$ cat config.mk
export PLATFORM = sky130hd
export DESIGN_NAME = fadd_norm_round
export DESIGN_NICKNAME = d
export VERILOG_FILES = /design/src/rtl/fadd_norm_round.sv
export SDC_FILE = /design/constraint.sdc
export NUM_CORES = 1
export LEC_CHECK = 0
export ABC_CLOCK_PERIOD_IN_PS = 3700
export BUFFER_PORTS_ARGS = -buffer_cell sky130_fd_sc_hd__buf_2
export CAP_MARGIN = 20
export CELL_PAD_IN_SITES_DETAIL_PLACEMENT = 2
export CELL_PAD_IN_SITES_GLOBAL_PLACEMENT = 2
export CORE_MARGIN = 5
export CORE_UTILIZATION = 36
export DETAILED_ROUTE_END_ITERATION = 8
export PLACE_DENSITY = 0.92
export SETUP_SLACK_MARGIN = 0.4
export SLEW_MARGIN = 0
export SYNTH_ARGS = -nofsm -noshare
export SYNTH_HDL_FRONTEND = slang
export SYNTH_SLANG_ARGS = --single-unit
$ cat constraint.sdc
create_clock -name clock -period 3.7 [get_ports clock]
set_input_delay 0.185 -clock clock [delete_from_list [all_inputs] [get_ports clock]]
set_output_delay 0.185 -clock clock [all_outputs]
set_load 0.01 [all_outputs]
$ cat src/rtl/fadd_norm_round.sv
// Final FP adder stage: normalizes and rounds the aligned sum, resolves overflow/inf/NaN,
// and registers the IEEE-754 single result with status flags behind a valid/ready output.
module fadd_norm_round (
  input  logic        clock,
  input  logic        clrn,
  input  logic [1:0]  n_rm,
  input  logic        n_sign,
  input  logic [9:0]  n_exp10,
  input  logic        n_is_inf_nan,
  input  logic [22:0] n_inf_nan_frac,
  input  logic [27:0] n_frac,
  input  logic        in_valid,
  output logic        in_ready,
  output logic        e,
  output logic [31:0] s,
  output logic        flag_overflow,
  output logic        flag_underflow,
  output logic        flag_inexact,
  output logic        out_valid,
  input  logic        out_ready
);

  // Handshake: a transfer happens on a rising edge where valid & ready are both 1.
  // in_ready is high when the output slot is empty or is being drained this cycle;
  // e mirrors it so the upstream register freezes exactly when this stage stalls.
  logic capture;
  assign in_ready = ~out_valid | out_ready;
  assign e        = in_ready;
  assign capture  = in_valid & in_ready;

  // Leading-zero count of the sum below the carry bit; the highest set bit wins.
  logic [4:0] lz;
  always_comb begin
    lz = 5'd26;
    for (int i = 0; i < 27; i++) begin
      if (n_frac[i]) lz = 5'(26 - i);
    end
  end

  logic [4:0]  sh;
  logic [26:0] nf;
  logic [9:0]  ne;
  always_comb begin
    sh = lz;
    nf = n_frac[26:0];
    ne = n_exp10;
    if (n_frac[27]) begin
      nf = {n_frac[27:2], n_frac[1] | n_frac[0]};
      ne = n_exp10 + 10'd1;
    end else if (n_exp10 > {5'd0, lz}) begin
      nf = n_frac[26:0] << sh;
      ne = n_exp10 - {5'd0, lz};
    end else begin
      // Exponent runs out before the leading one reaches the hidden bit: denormal.
      sh = n_exp10[4:0] - 5'd1;
      nf = n_frac[26:0] << sh;
      ne = '0;
    end
  end

  logic        grs_nz;
  logic        inc;
  logic [24:0] mant25;
  logic [22:0] frac_r;
  logic [9:0]  exp_r;
  logic        ovf;
  logic        to_inf;
  always_comb begin
    grs_nz = |nf[2:0];
    case (n_rm)
      2'b00:   inc = nf[2] & (nf[1] | nf[0] | nf[3]);
      2'b01:   inc = n_sign & grs_nz;
      2'b10:   inc = ~n_sign & grs_nz;
      default: inc = 1'b0;
    endcase
    mant25 = {1'b0, nf[26:3]} + {24'd0, inc};
    if (mant25[24]) begin
      frac_r = mant25[23:1];
      exp_r  = ne + 10'd1;
    end else begin
      frac_r = mant25[22:0];
      exp_r  = (ne == 10'd0 && mant25[23]) ? 10'd1 : ne;
    end
    ovf = (exp_r >= 10'd255);
    case (n_rm)
      2'b00:   to_inf = 1'b1;
      2'b01:   to_inf = n_sign;
      2'b10:   to_inf = ~n_sign;
      default: to_inf = 1'b0;
    endcase
  end

  logic [31:0] s_nxt;
  logic        ovf_nxt;
  logic        unf_nxt;
  logic        inx_nxt;
  always_comb begin
    s_nxt   = {n_sign, exp_r[7:0], frac_r};
    ovf_nxt = 1'b0;
    inx_nxt = grs_nz;
    if (n_is_inf_nan) begin
      s_nxt   = {n_sign, 8'hFF, n_inf_nan_frac};
      inx_nxt = 1'b0;
    end else if (n_frac == 28'd0) begin
      s_nxt   = {n_sign, 31'd0};
      inx_nxt = 1'b0;
    end else if (ovf) begin
      s_nxt   = to_inf ? {n_sign, 8'hFF, 23'd0} : {n_sign, 8'hFE, 23'h7FFFFF};
      ovf_nxt = 1'b1;
      inx_nxt = 1'b1;
    end
    unf_nxt = ~n_is_inf_nan & (ne == 10'd0) & inx_nxt;
  end

  always_ff @(posedge clock or negedge clrn) begin
    if (!clrn) begin
      out_valid      <= 1'b0;
      s              <= '0;
      flag_overflow  <= 1'b0;
      flag_underflow <= 1'b0;
      flag_inexact   <= 1'b0;
    end else if (capture) begin
      out_valid      <= 1'b1;
      s              <= s_nxt;
      flag_overflow  <= ovf_nxt;
      flag_underflow <= unf_nxt;
      flag_inexact   <= inx_nxt;
    end else if (out_ready) begin
      out_valid      <= 1'b0;
    end
  end

endmodule

==> metrics.log, run 1 <==
INFO  metric run_status = stopped before the end
INFO  metric synth_instances = 864
INFO  metric die_height = 144.2 µm
INFO  metric die_w = 144.2 µm
INFO  metric place.port_buffers = 106
INFO  metric post_synth_fa_ha_maj_area_fraction = 3.010%
INFO  metric synth-edff-count = 0
INFO  metric ios = 107
INFO  metric synthMuxAreaShare = 7.372%
INFO  metric synth_cell_types = 97
INFO  metric start_util = 36.34%
INFO  metric syn_area_per_cell = 7.504 µm²
INFO  metric synth_warnings = 0
INFO  metric synth_seq_cells = 36
INFO  metric yosys_most_used_dff = dfrtp_1
INFO  metric firstError = [ERROR DPL-0033] detailed placement checks failed during check placement.
INFO  metric std_cell_rows = 49
INFO  metric synthSimpleGateAreaFrac = 27.96%
INFO  metric synthesis.area = 6484 µm²
INFO  metric synthXorXnorAreaFrac = 4.458%
INFO  metric dp.final_hpwl = 37,830 µm
INFO  metric mappedNetlistNets = 948
INFO  metric outcome.stop_stage = detailed placement
INFO  metric synth_seq_area_share = 13.89%
INFO  metric postSynth.asyncResetShare = 100.0%
INFO  metric main_combinational_cell_family_by_area_after_synthesis = compound AO/OA/AOI/OAI gates
INFO  metric routabilityCongestion = 1.043
INFO  metric synth-compound-area-share = 36.57%
## cells in the mapped netlist (10+ instances only)
| cell type | instances | area (µm²) |
|---|---|---|
| a211oi_1 | 14 | 105.1 |
| a21oi_1 | 97 | 485.5 |
| a22oi_1 | 17 | 127.6 |
| a31oi_1 | 13 | 81.33 |
| and2_1 | 13 | 81.33 |
| buf_6 | 13 | 146.4 |
| clkbuf_1 | 26 | 97.59 |
| dfrtp_1 | 36 | 900.9 |
| ha_1 | 14 | 175.2 |
| inv_1 | 21 | 78.83 |
| mux2i_1 | 30 | 300.3 |
| nand2_1 | 83 | 311.6 |
| nand3_1 | 35 | 175.2 |
| nor2_1 | 82 | 307.8 |
| nor3_1 | 33 | 165.2 |
| o21ai_0 | 44 | 220.2 |
| o221ai_1 | 10 | 87.58 |
| o22ai_1 | 12 | 75.07 |
| o22ai_2 | 11 | 137.6 |
| o31ai_1 | 13 | 97.59 |
| xnor2_1 | 20 | 175.2 |
| xor2_1 | 13 | 113.9 |
## metrics by stage
| step | cells | TNS (ns) | hold slack [ns] | setup WS (ns) |
|---|---|---|---|---|
| 2_1_floorplan | 864 | -85.70 | -0.1106 | -2.706 |
| 3_3_place_gp | 1451 | -90.16 | 0.3082 | -2.722 |
## cell families after synthesis
group,Yosys count
muxes,42
adders and majority gates,15
and+or+nand+nor,332
DFF,36
buffers and inverters,79
xor gates and xnor gates,33
AOI/OAI and AO/OA,327
==> run 2, diff against run 1 <==
--- a/config.mk
+++ b/config.mk
@@ -8,13 +8,10 @@
 export ABC_CLOCK_PERIOD_IN_PS = 3700
 export BUFFER_PORTS_ARGS = -buffer_cell sky130_fd_sc_hd__buf_2
 export CAP_MARGIN = 20
-export CELL_PAD_IN_SITES_DETAIL_PLACEMENT = 2
-export CELL_PAD_IN_SITES_GLOBAL_PLACEMENT = 2
 export CORE_MARGIN = 5
-export CORE_UTILIZATION = 36
+export CORE_UTILIZATION = 40
 export DETAILED_ROUTE_END_ITERATION = 8
-export PLACE_DENSITY = 0.92
-export SETUP_SLACK_MARGIN = 0.4
+export PLACE_DENSITY_LB_ADDON = 0.15
 export SLEW_MARGIN = 0
 export SYNTH_ARGS = -nofsm -noshare
 export SYNTH_HDL_FRONTEND = slang
==> run 2 against run 1 <==
- the flow now finishes, with violations (negative hold slack, negative setup slack)
- area after synthesis is the same
- synthesized cell count is the same
==> metrics.log, run 2 <==
INFO  metric std_cell_rows = 46
INFO  metric final-seq-area = 900.9 µm²
INFO  metric run_status = finished, violations left
INFO  metric number_of_flip_flops_under_the_largest_register_name = 32
INFO  metric flow.area_growth_from_synthesis = 57.85%
INFO  metric setup_tns = -83.22 ns
INFO  metric largest-register = s
INFO  metric dieArea = 18,860 µm²
INFO  metric num_vias = 8,696
INFO  metric violations = negative hold slack, negative setup slack
INFO  metric finalHoldWorstSlack = -0.01205 ns
INFO  metric die_height = 137.3 µm
INFO  metric totalWireLength = 29,250 µm
INFO  metric place.port_buffers = 106
INFO  metric cpPeakStageDelay = 0.42 ns
INFO  metric route.detailed.drc = 0
INFO  metric post_route_cells_drive_above_1_share = 47.24%
INFO  metric ctsLongestPathBuffers = 2
INFO  metric synth_instances = 864
INFO  metric netlist.top_cell.by_area = dfrtp_1
INFO  metric fillCellCount = 1,418
INFO  metric clock_power_share = 18.6%
INFO  metric die_w = 137.3 µm
INFO  metric most-common-layout-cells = buf_4, buf_2, a21oi_1
INFO  metric share_comb_of_total_power = 59.7%
INFO  metric setup.worst_path.class = in -> reg
INFO  metric detailedRoute.firstPassIterationCount = 6
INFO  metric grt_pass1_vias = 8,333
INFO  metric cts_inserted_buffers = 5
INFO  metric worst_r2r_startpoint = out_valid
INFO  metric coreArea = 15,890 µm²
INFO  metric cts_tree = built
INFO  metric yosys_most_used_dff = dfrtp_1
INFO  metric grt_remaining_overflow = 0
INFO  metric grt_pass1_wl = 44,640 µm
INFO  metric final_critical_path_setup_slack = -2.544 ns
INFO  metric timing.critical_path.slowest_stage_cell = nor4_4
INFO  metric ys_top_cells_by_area = dfrtp_1, a21oi_1, nand2_1, nor2_1, mux2i_1
INFO  metric clock-root-buffer = clkbuf_16
INFO  metric n_antenna_cell = 0
INFO  metric vdd_drop_max = 0.0001792 V
INFO  metric p_sw_share = 41.41%
INFO  metric ant_nets = 0
INFO  metric ios = 107
INFO  metric setup.worst_path.start = n_frac[16]
INFO  metric layout.cells.most_common = buf_4
INFO  metric final_worst_path_cycle_share = 168.8%
INFO  metric groute.usage.overall = 29.90%
INFO  metric critical_path.max_fanout = 13
INFO  metric routabilityCongestion = 1.039
INFO  metric pre_cts_ws = -2.942 ns
INFO  metric route.detailed.wl_per_inst = 19.97 µm
INFO  metric seqPwrFrac = 21.7%
INFO  metric synth_largest_type_area_fraction = 13.89%
INFO  metric netlist_top_cells_count = a21oi_1, nand2_1, nor2_1
INFO  metric min_path_type = in -> async
INFO  metric clock_sinks = 36
INFO  metric grt_setup_unrepaired = yes
INFO  metric timing_hold_violations_final = 15
INFO  metric most_repeated_library_cell_on_the_critical_path = buf_4
INFO  metric start_util = 40.82%
INFO  metric max_cap_violations = 0
INFO  metric postSynth.asyncResetShare = 100.0%
INFO  metric power.density_cell_area = 216.1 nW/µm²
INFO  metric p_leak = 4.526 nW
INFO  metric synthesis.area = 6484 µm²
INFO  metric synth_seq_area_share = 13.89%
INFO  metric critical_path_required = 3.86 ns
INFO  metric finalSetupViolations = 34
INFO  metric synth-edff-count = 0
INFO  metric dr_vias_cell = 5.936
INFO  metric synth_warnings = 0
INFO  metric dp.final_hpwl = 22,830 µm
INFO  metric synth.most_common_cell = a21oi_1
INFO  metric worst_clock_skew = 0.009261 ns
INFO  metric p_int = 1.296 mW
INFO  metric power.net_switching = 0.9158 mW
INFO  metric max_freq = 160.2 MHz
INFO  metric max_slew_margin = 35.28%
INFO  metric worstPathArrival = 6.40 ns
INFO  metric final_net_count = 1,333
INFO  metric slew_viol_final = 0
INFO  metric grt_max_degree = 37
INFO  metric multi_input_area = 5655 µm²
INFO  metric worst-slew-pin-transition = 0.9643 ns
INFO  metric cp-start-kind = input port
INFO  metric crit_path_end_kind = flip-flop
INFO  metric clk-insertion-delay-late = 0.29 ns
INFO  metric worst_setup_hold_path_clk_slew = 0.06 ns
INFO  metric drt_first_iter_violations = 884
INFO  metric antenna_found_initial = 0
INFO  metric synth_cell_types = 97
INFO  metric syn_area_per_cell = 7.504 µm²
INFO  metric mappedNetlistNets = 948
INFO  metric postCtsHoldBufs = 0
INFO  metric timing.final.crit_period = 6.244 ns
INFO  metric synth_seq_cells = 36
INFO  metric htreeDepth = 2
run 2: cell counts after synthesis:
No cell type changed its count.
run 2: path summary, 6_finish.rpt:
| path | to | slack [ns] | depth (start not counted) |
|---|---|---|---|
| worst max-delay path | s[5] | -2.54 | 30 |
| worst min-delay path | s[15] | -0.01 | 1 |
| worst max register to register | s[8] | 1.61 | 7 |
| worst min register to register | s[31] | 0.48 | 2 |
| max in group asynchronous | flag_overflow | 3.19 | 1 |
| min in group clock | out_valid | 0.11 | 2 |
run 2: cells by family (layout without fill, tap and decap cells):
group                    Yosys count  count (layout)  synth area share, %
multiplexers                      42              42                7.372
AND/OR/NAND/NOR                  332             332                27.96
AO/OA/AOI/OAI                    327             327                36.57
XOR/XNOR                          33              33                4.458
flip-flops                        36              36                13.89
buffers and inverters             79             464                6.735
adder cells (fa/ha/maj)           15              15                3.010
run 2: cell type report:
class / instances / area share [%]
Tap cell: 216 / 2.641
Timing Repair Buffer: 435 / 31.15
Clock buffer: 5 / 1.222
Multi-Input combinational cell: 749 / 55.26
Clock inverter: 2 / 0.1222
Sequential cell: 36 / 8.802
Inverter: 22 / 0.8068
run 2: per-stage QoR:
| step | power [mW] | instances | cell area (µm²) | utilization (%) | hold slack (ns) |
|---|---|---|---|---|---|
| after floorplan | 1.104 | 864 | 6595 | - | -0.1106 |
| after global routing | 2.327 | 1465 | 10230 | 64.43 | 0.06639 |
| after global placement | 1.672 | 1431 | 9320 | 58.67 | 0.3157 |
| after detailed placement | 1.675 | 1431 | 9320 | 58.67 | 0.3154 |
| after CTS | 2.126 | 1454 | 9853 | 62.03 | 0.01140 |
| final | 2.212 | 1465 | 10230 | 64.43 | -0.01205 |
run 2: metal layers:
layer	GRT usage, %	routed length, µm	share of wire (%)	vias up
met4	7.317	749	2.6	0
li1	-	-	-	4091
met5	0	0	0	-
met2	47.00	13360	46	395
met3	5.223	2362	8.1	57
met1	42.54	12770	44	4153
run 2: repair_timing:
action | 4_1_cts | 5_1_grt
buffers inserted | 14 | 11
endpoints found under the setup margin | 34 | 34
cloned | 3 | 1
resized for setup | 48 | 63
pin swaps | 21 | 38
run 2: power by group through the flow:
stage | combinational, mW | clock (mW) | sequential (mW)
floorplan | 0.595 | 0 | 0.510
global placement | 1.19 | 0 | 0.484
detailed placement | 1.19 | 0 | 0.485
CTS | 1.24 | 0.409 | 0.479
global route | 1.41 | 0.429 | 0.485
finish | 1.32 | 0.412 | 0.480
run 2: critical path: cells and delay by family:
family / cells / cell delay (ns)
compound gates: 13 / 2.86
buf+inv: 9 / 1.48
simple gates: 6 / 1.31
mux: 1 / 0.30
fa+ha+maj: 1 / 0.24
Note: power is estimated with default switching activity, not from simulation.
==> run 3, diff against run 2 <==
--- a/config.mk
+++ b/config.mk
@@ -11,6 +11,7 @@
 export CORE_MARGIN = 5
 export CORE_UTILIZATION = 40
 export DETAILED_ROUTE_END_ITERATION = 8
+export GPL_TIMING_DRIVEN = 0
 export PLACE_DENSITY_LB_ADDON = 0.15
 export SLEW_MARGIN = 0
 export SYNTH_ARGS = -nofsm -noshare
==> run 3 against run 2 <==
- the run ends with negative setup slack left
- first-iteration DRC count up 30%
- clock power increased by 7.5%
- power decreased by 9.4%
- wire length is 1.7% lower
- sequential cell count is the same
- worst setup slack worse by 0.60 ns
- utilization shrank 11 points
- largest cell class unchanged
==> metrics.log, run 3 (synthesis results as in run 2) <==
INFO  metric run_status = finished, violations left
INFO  metric violations = negative setup slack
INFO  metric drt_first_iter_violations = 1,150
INFO  metric grt_max_degree = 37
INFO  metric timing.critical_path.slowest_stage_cell = nor4_1
INFO  metric cts_tree = built
INFO  metric met2WireLength = 12,640 µm
INFO  metric dieArea = 18,860 µm²
INFO  metric number_of_flip_flops_under_the_largest_register_name = 32
INFO  metric final_net_count = 1,111
INFO  metric most-common-layout-cells = buf_2, a21oi_1, nand2_1
INFO  metric worst_clock_skew = 0.001725 ns
INFO  metric stdcell_count = 1,243
INFO  metric final_critical_path_setup_slack = -3.144 ns
INFO  metric detailedRoute.firstPassIterationCount = 6
INFO  metric worstPathBufferInverterCount = 5
INFO  metric timing_hold_violations_final = 0
INFO  metric routabilityCongestion = 0.9990
INFO  metric finalSetupViolations = 34
INFO  metric slew_viol_final = 0
INFO  metric layout.cell_area.non_filler = 8429 µm²
INFO  metric grt_setup_unrepaired = yes
INFO  metric htreeDepth = 2
INFO  metric grt_remaining_overflow = 0
INFO  metric max_slew_margin = 14.36%
INFO  metric worst_setup_hold_path_clk_slew = 0.05 ns
INFO  metric die_height = 137.3 µm
INFO  metric post_route_cells_drive_above_1_share = 32.33%
INFO  metric route.detailed.drc = 0
INFO  metric num_vias = 8,035
INFO  metric dp.final_hpwl = 21,640 µm
INFO  metric grt_pass1_wl = 42,820 µm
INFO  metric placedCellCount = 1,173
INFO  metric coreArea = 15,890 µm²
INFO  metric ctsLongestPathBuffers = 2
INFO  metric dr_vias_cell = 6.464
INFO  metric layout.cells.most_common = buf_2
INFO  metric clock-root-buffer = clkbuf_16
INFO  metric critical_path.max_fanout = 10
INFO  metric fillCellCount = 1,599
INFO  metric clock_sinks = 36
INFO  metric largest-register = s
INFO  metric groute.usage.overall = 29.32%
INFO  metric worstPathArrival = 7.05 ns
INFO  metric ios = 107
INFO  metric cp-start-kind = input port
INFO  metric cpPeakStageDelay = 0.60 ns
INFO  metric final_worst_path_cycle_share = 185.0%
INFO  metric worst-slew-pin-transition = 1.275 ns
INFO  metric cts_inserted_buffers = 5
INFO  metric antenna_found_initial = 0
INFO  metric place.port_buffers = 93
INFO  metric power.density_cell_area = 237.7 nW/µm²
INFO  metric max_cap_violations = 0
INFO  metric critical-path-top-delay-family = compound AO/OA/AOI/OAI gates
INFO  metric ant_nets = 0
INFO  metric timing.final.crit_period = 6.844 ns
INFO  metric post_dp_cell_area = 7331 µm²
INFO  metric start_util = 40.82%
INFO  metric finalPower = 2.004 mW
INFO  metric std_cell_rows = 46
INFO  metric die_w = 137.3 µm
INFO  metric setup_tns = -102.71 ns
INFO  metric route.detailed.wl_per_inst = 23.14 µm
INFO  metric final-seq-area = 900.9 µm²
INFO  metric setup.worst_path.class = in -> reg
INFO  metric detail_route.wirelength.met1 = 12,180 µm
INFO  metric most_repeated_library_cell_on_the_critical_path = o22ai_2
INFO  metric max_freq = 146.1 MHz
INFO  metric flow.area_growth_from_synthesis = 30.01%
INFO  metric highest-signal-layer = met4
INFO  metric vdd_drop_max = 0.0001995 V
INFO  metric min_path_type = in -> async
INFO  metric multi_input_area = 5589 µm²
INFO  metric totalWireLength = 28,760 µm
INFO  metric clk-insertion-delay-late = 0.28 ns
INFO  metric critical_path_required = 3.91 ns
INFO  metric n_antenna_cell = 0
INFO  metric p_leak = 3.340 nW
INFO  metric dr_wl_met3 = 2933 µm
INFO  metric crit_path_end_kind = flip-flop
INFO  metric grt_pass1_vias = 7,525
run 3: cell count changes in the layout (fill, tap and decap cells not counted), sizes merged:
| cell | delta |
|---|---|
| bufbuf | -1 |
| clkinvlp | -1 |
| buf | -244 |
| clkbuf | +25 |
| clkinv | -1 |
run 3: power by group:
part           switching, mW  total [mW]  internal, mW
Sequential            0.0293       0.478         0.449
Clock                  0.161       0.443         0.282
Combinational          0.675        1.08         0.407
Total                  0.865        2.00          1.14
run 3: metal layers:
metal  track usage (%)  up-vias
met3             6.720       91
met4             8.758        0
met2             44.44      463
met5                 0        -
met1             41.42     3835
li1                  -     3646
run 3: final timing paths:
check | from | end | slack [ns] | cells after the start
worst max-delay path | n_frac[6] | s[4] | -3.14 | 30
worst min-delay path | clrn | s[22] | 0.006 | 1
worst max register to register | out_valid | s[17] | 1.86 | 6
worst min register to register | s[31] | s[31] | 0.48 | 2
max in group asynchronous | clrn | s[31] | 3.16 | 1
min in group clock | in_valid | out_valid | 0.11 | 2
run 3: final cells by class:
type                       instances  share of cell area [%]
buffer                            54                   4.750
clock buffer                       7                   1.811
inverter                          22                  0.9797
multi-input combinational        749                   66.31
sequential                        36                   10.69
tap                              216                   3.206
timing repair buffer             159                   12.26
run 3: per-stage QoR:
stage | hold WS [ns] | utilization [%] | setup slack, ns
after floorplan | -0.1106 | - | -2.706
after global placement | 0.3284 | 46.15 | -4.411
after detailed placement | 0.3408 | 46.15 | -4.287
after CTS | 0.03886 | 51.10 | -2.992
after global routing | 0.06818 | 53.06 | -3.372
final | 0.005838 | 53.06 | -3.144
run 3: what timing repair did:
item                                    in CTS  in global routing
hold endpoints to repair                     0                  0
endpoints found under the setup margin      34                 34
pin swaps                                   50                 28
cloned                                       1                  0
setup buffers                               48                 18
resized for setup                           60                 52
hold buffers                                 0                  0
==> run 4, diff against run 3 <==
--- a/config.mk
+++ b/config.mk
@@ -9,7 +9,7 @@
 export BUFFER_PORTS_ARGS = -buffer_cell sky130_fd_sc_hd__buf_2
 export CAP_MARGIN = 20
 export CORE_MARGIN = 5
-export CORE_UTILIZATION = 40
+export CORE_UTILIZATION = 55
 export DETAILED_ROUTE_END_ITERATION = 8
 export GPL_TIMING_DRIVEN = 0
 export PLACE_DENSITY_LB_ADDON = 0.15
==> run 4 against run 3 <==
- the flow finishes with violations (negative hold slack, negative setup slack)
- power increased by 0.55%
- register-to-register slack got worse by 0.11 ns
- fmax increased by 0.54%
- global-route usage increased by 8.6 points
==> metrics.log, run 4 (synthesis results as in run 2) <==
INFO  metric final-seq-area = 900.9 µm²
INFO  metric dieArea = 14,060 µm²
INFO  metric coreArea = 11,470 µm²
INFO  metric htreeDepth = 2
INFO  metric finalHoldWorstSlack = -0.003157 ns
INFO  metric regToRegSetupSlack = 1.75 ns
INFO  metric largest-register = s
INFO  metric drt_first_iter_violations = 1,419
INFO  metric p_leak = 3.319 nW
INFO  metric std_cell_rows = 39
INFO  metric final_core_density = 72.62%
INFO  metric violations = negative hold slack, negative setup slack
INFO  metric finalPower = 2.015 mW
INFO  metric setup_tns = -100.84 ns
INFO  metric max_slew_margin = 30.97%
INFO  metric timing.final.crit_period = 6.808 ns
INFO  metric final_critical_path_setup_slack = -3.108 ns
INFO  metric worst_clock_skew = 0.002394 ns
INFO  metric crit_path_end_kind = flip-flop
INFO  metric setup.worst_path.class = in -> reg
INFO  metric dr_vias_cell = 7.197
INFO  metric route.detailed.wl_per_inst = 24.79 µm
INFO  metric die_w = 118.6 µm
INFO  metric layout.cells.most_common = buf_2
INFO  metric n_antenna_cell = 0
INFO  metric final_worst_path_cycle_share = 184.0%
INFO  metric worst-slew-pin-transition = 1.028 ns
INFO  metric groute.usage.overall = 37.89%
INFO  metric most-common-layout-cells = buf_2, a21oi_1, nand2_1
INFO  metric flow.area_growth_from_synthesis = 28.44%
INFO  metric ctsLongestPathBuffers = 2
INFO  metric cts_tree = built
INFO  metric totalWireLength = 28,910 µm
INFO  metric grt_max_degree = 37
INFO  metric placedCellCount = 1,100
INFO  metric post_route_cells_drive_above_1_share = 32.16%
INFO  metric layout.cell_area.non_filler = 8328 µm²
INFO  metric max_cap_violations = 0
INFO  metric slew_viol_final = 0
INFO  metric detailedRoute.firstPassIterationCount = 8
INFO  metric grt_setup_unrepaired = yes
INFO  metric grt_remaining_overflow = 0
INFO  metric vdd_drop_max = 0.0003763 V
INFO  metric routabilityCongestion = 1.040
INFO  metric die_height = 118.6 µm
INFO  metric power.density_cell_area = 241.9 nW/µm²
INFO  metric route.detailed.drc = 0
INFO  metric ant_nets = 0
INFO  metric critical_path_required = 3.85 ns
INFO  metric place.port_buffers = 93
INFO  metric run_status = finished, violations left
INFO  metric num_vias = 8,392
INFO  metric worst_setup_hold_path_clk_slew = 0.06 ns
INFO  metric worstPathArrival = 6.96 ns
INFO  metric number_of_flip_flops_under_the_largest_register_name = 32
INFO  metric fillCellCount = 892
INFO  metric dp.final_hpwl = 20,420 µm
INFO  metric cts_inserted_buffers = 5
INFO  metric clock-root-buffer = clkbuf_16
INFO  metric post_dp_cell_area = 7239 µm²
INFO  metric pre_cts_ws = -4.192 ns
INFO  metric ios = 107
INFO  metric finalSetupViolations = 34
INFO  metric grt_pass1_wl = 42,920 µm
INFO  metric clock_sinks = 36
INFO  metric timing_hold_violations_final = 2
INFO  metric cp-start-kind = input port
INFO  metric cpPeakStageDelay = 0.51 ns
INFO  metric antenna_found_initial = 0
INFO  metric grt_pass1_vias = 7,752
INFO  metric max_freq = 146.9 MHz
INFO  metric final_net_count = 1,107
INFO  metric multi_input_area = 5609 µm²
INFO  metric min_path_type = in -> async
INFO  metric timing.critical_path.slowest_stage_cell = nor4_4
INFO  metric stdcell_count = 1,166
INFO  metric critical_path.max_fanout = 10
INFO  metric clk-insertion-delay-late = 0.28 ns
INFO  metric start_util = 56.54%
-- run 4: timing repair --
action	in CTS	in global routing
pin swaps	44	26
buffers inserted	48	14
endpoints found under the setup margin	34	34
resized for setup	67	41
hold buffers	0	0
cloned	1	0
-- run 4: layout make-up --
cell class | instances | area share [%]
sequential | 36 | 10.82
timing repair buffer | 155 | 12.08
clock buffer | 7 | 1.833
inverter | 22 | 0.9916
tap | 143 | 2.148
multi-input combinational | 749 | 67.35
buffer | 54 | 4.778
-- run 4: routing by layer --
| layer | up-vias | track usage (%) | routed length (µm) |
|---|---|---|---|
| li1 | 3630 | - | - |
| met1 | 3939 | 50.91 | 10890 |
| met2 | 670 | 56.22 | 12350 |
| met3 | 153 | 12.42 | 4145 |
| met4 | 0 | 14.81 | 1517 |
| met5 | - | 0 | 0 |
-- run 4: power breakdown --
group,internal (mW),switching [mW]
Clock,0.282,0.157
Sequential,0.449,0.0304
Combinational,0.408,0.688
Total,1.14,0.876
-- run 4: final timing paths --
kind,depth (start not counted),start,endpoint
setup / recovery,32,n_frac[6],s[15]
hold / removal,1,clrn,s[4]
setup reg to reg,6,out_valid,s[16]
hold reg to reg,2,s[25],s[25]
max in group asynchronous,1,clrn,flag_inexact
min in group clock,2,in_valid,out_valid
-- run 4: critical path, delay by kind of cell --
family	cells	cell delay, ns
AO/OA/AOI/OAI	14	3.08
adder cells (fa/ha/maj)	4	1.01
buffers and inverters	5	0.77
multiplexers	1	0.21
AND/OR/NAND/NOR	8	1.68
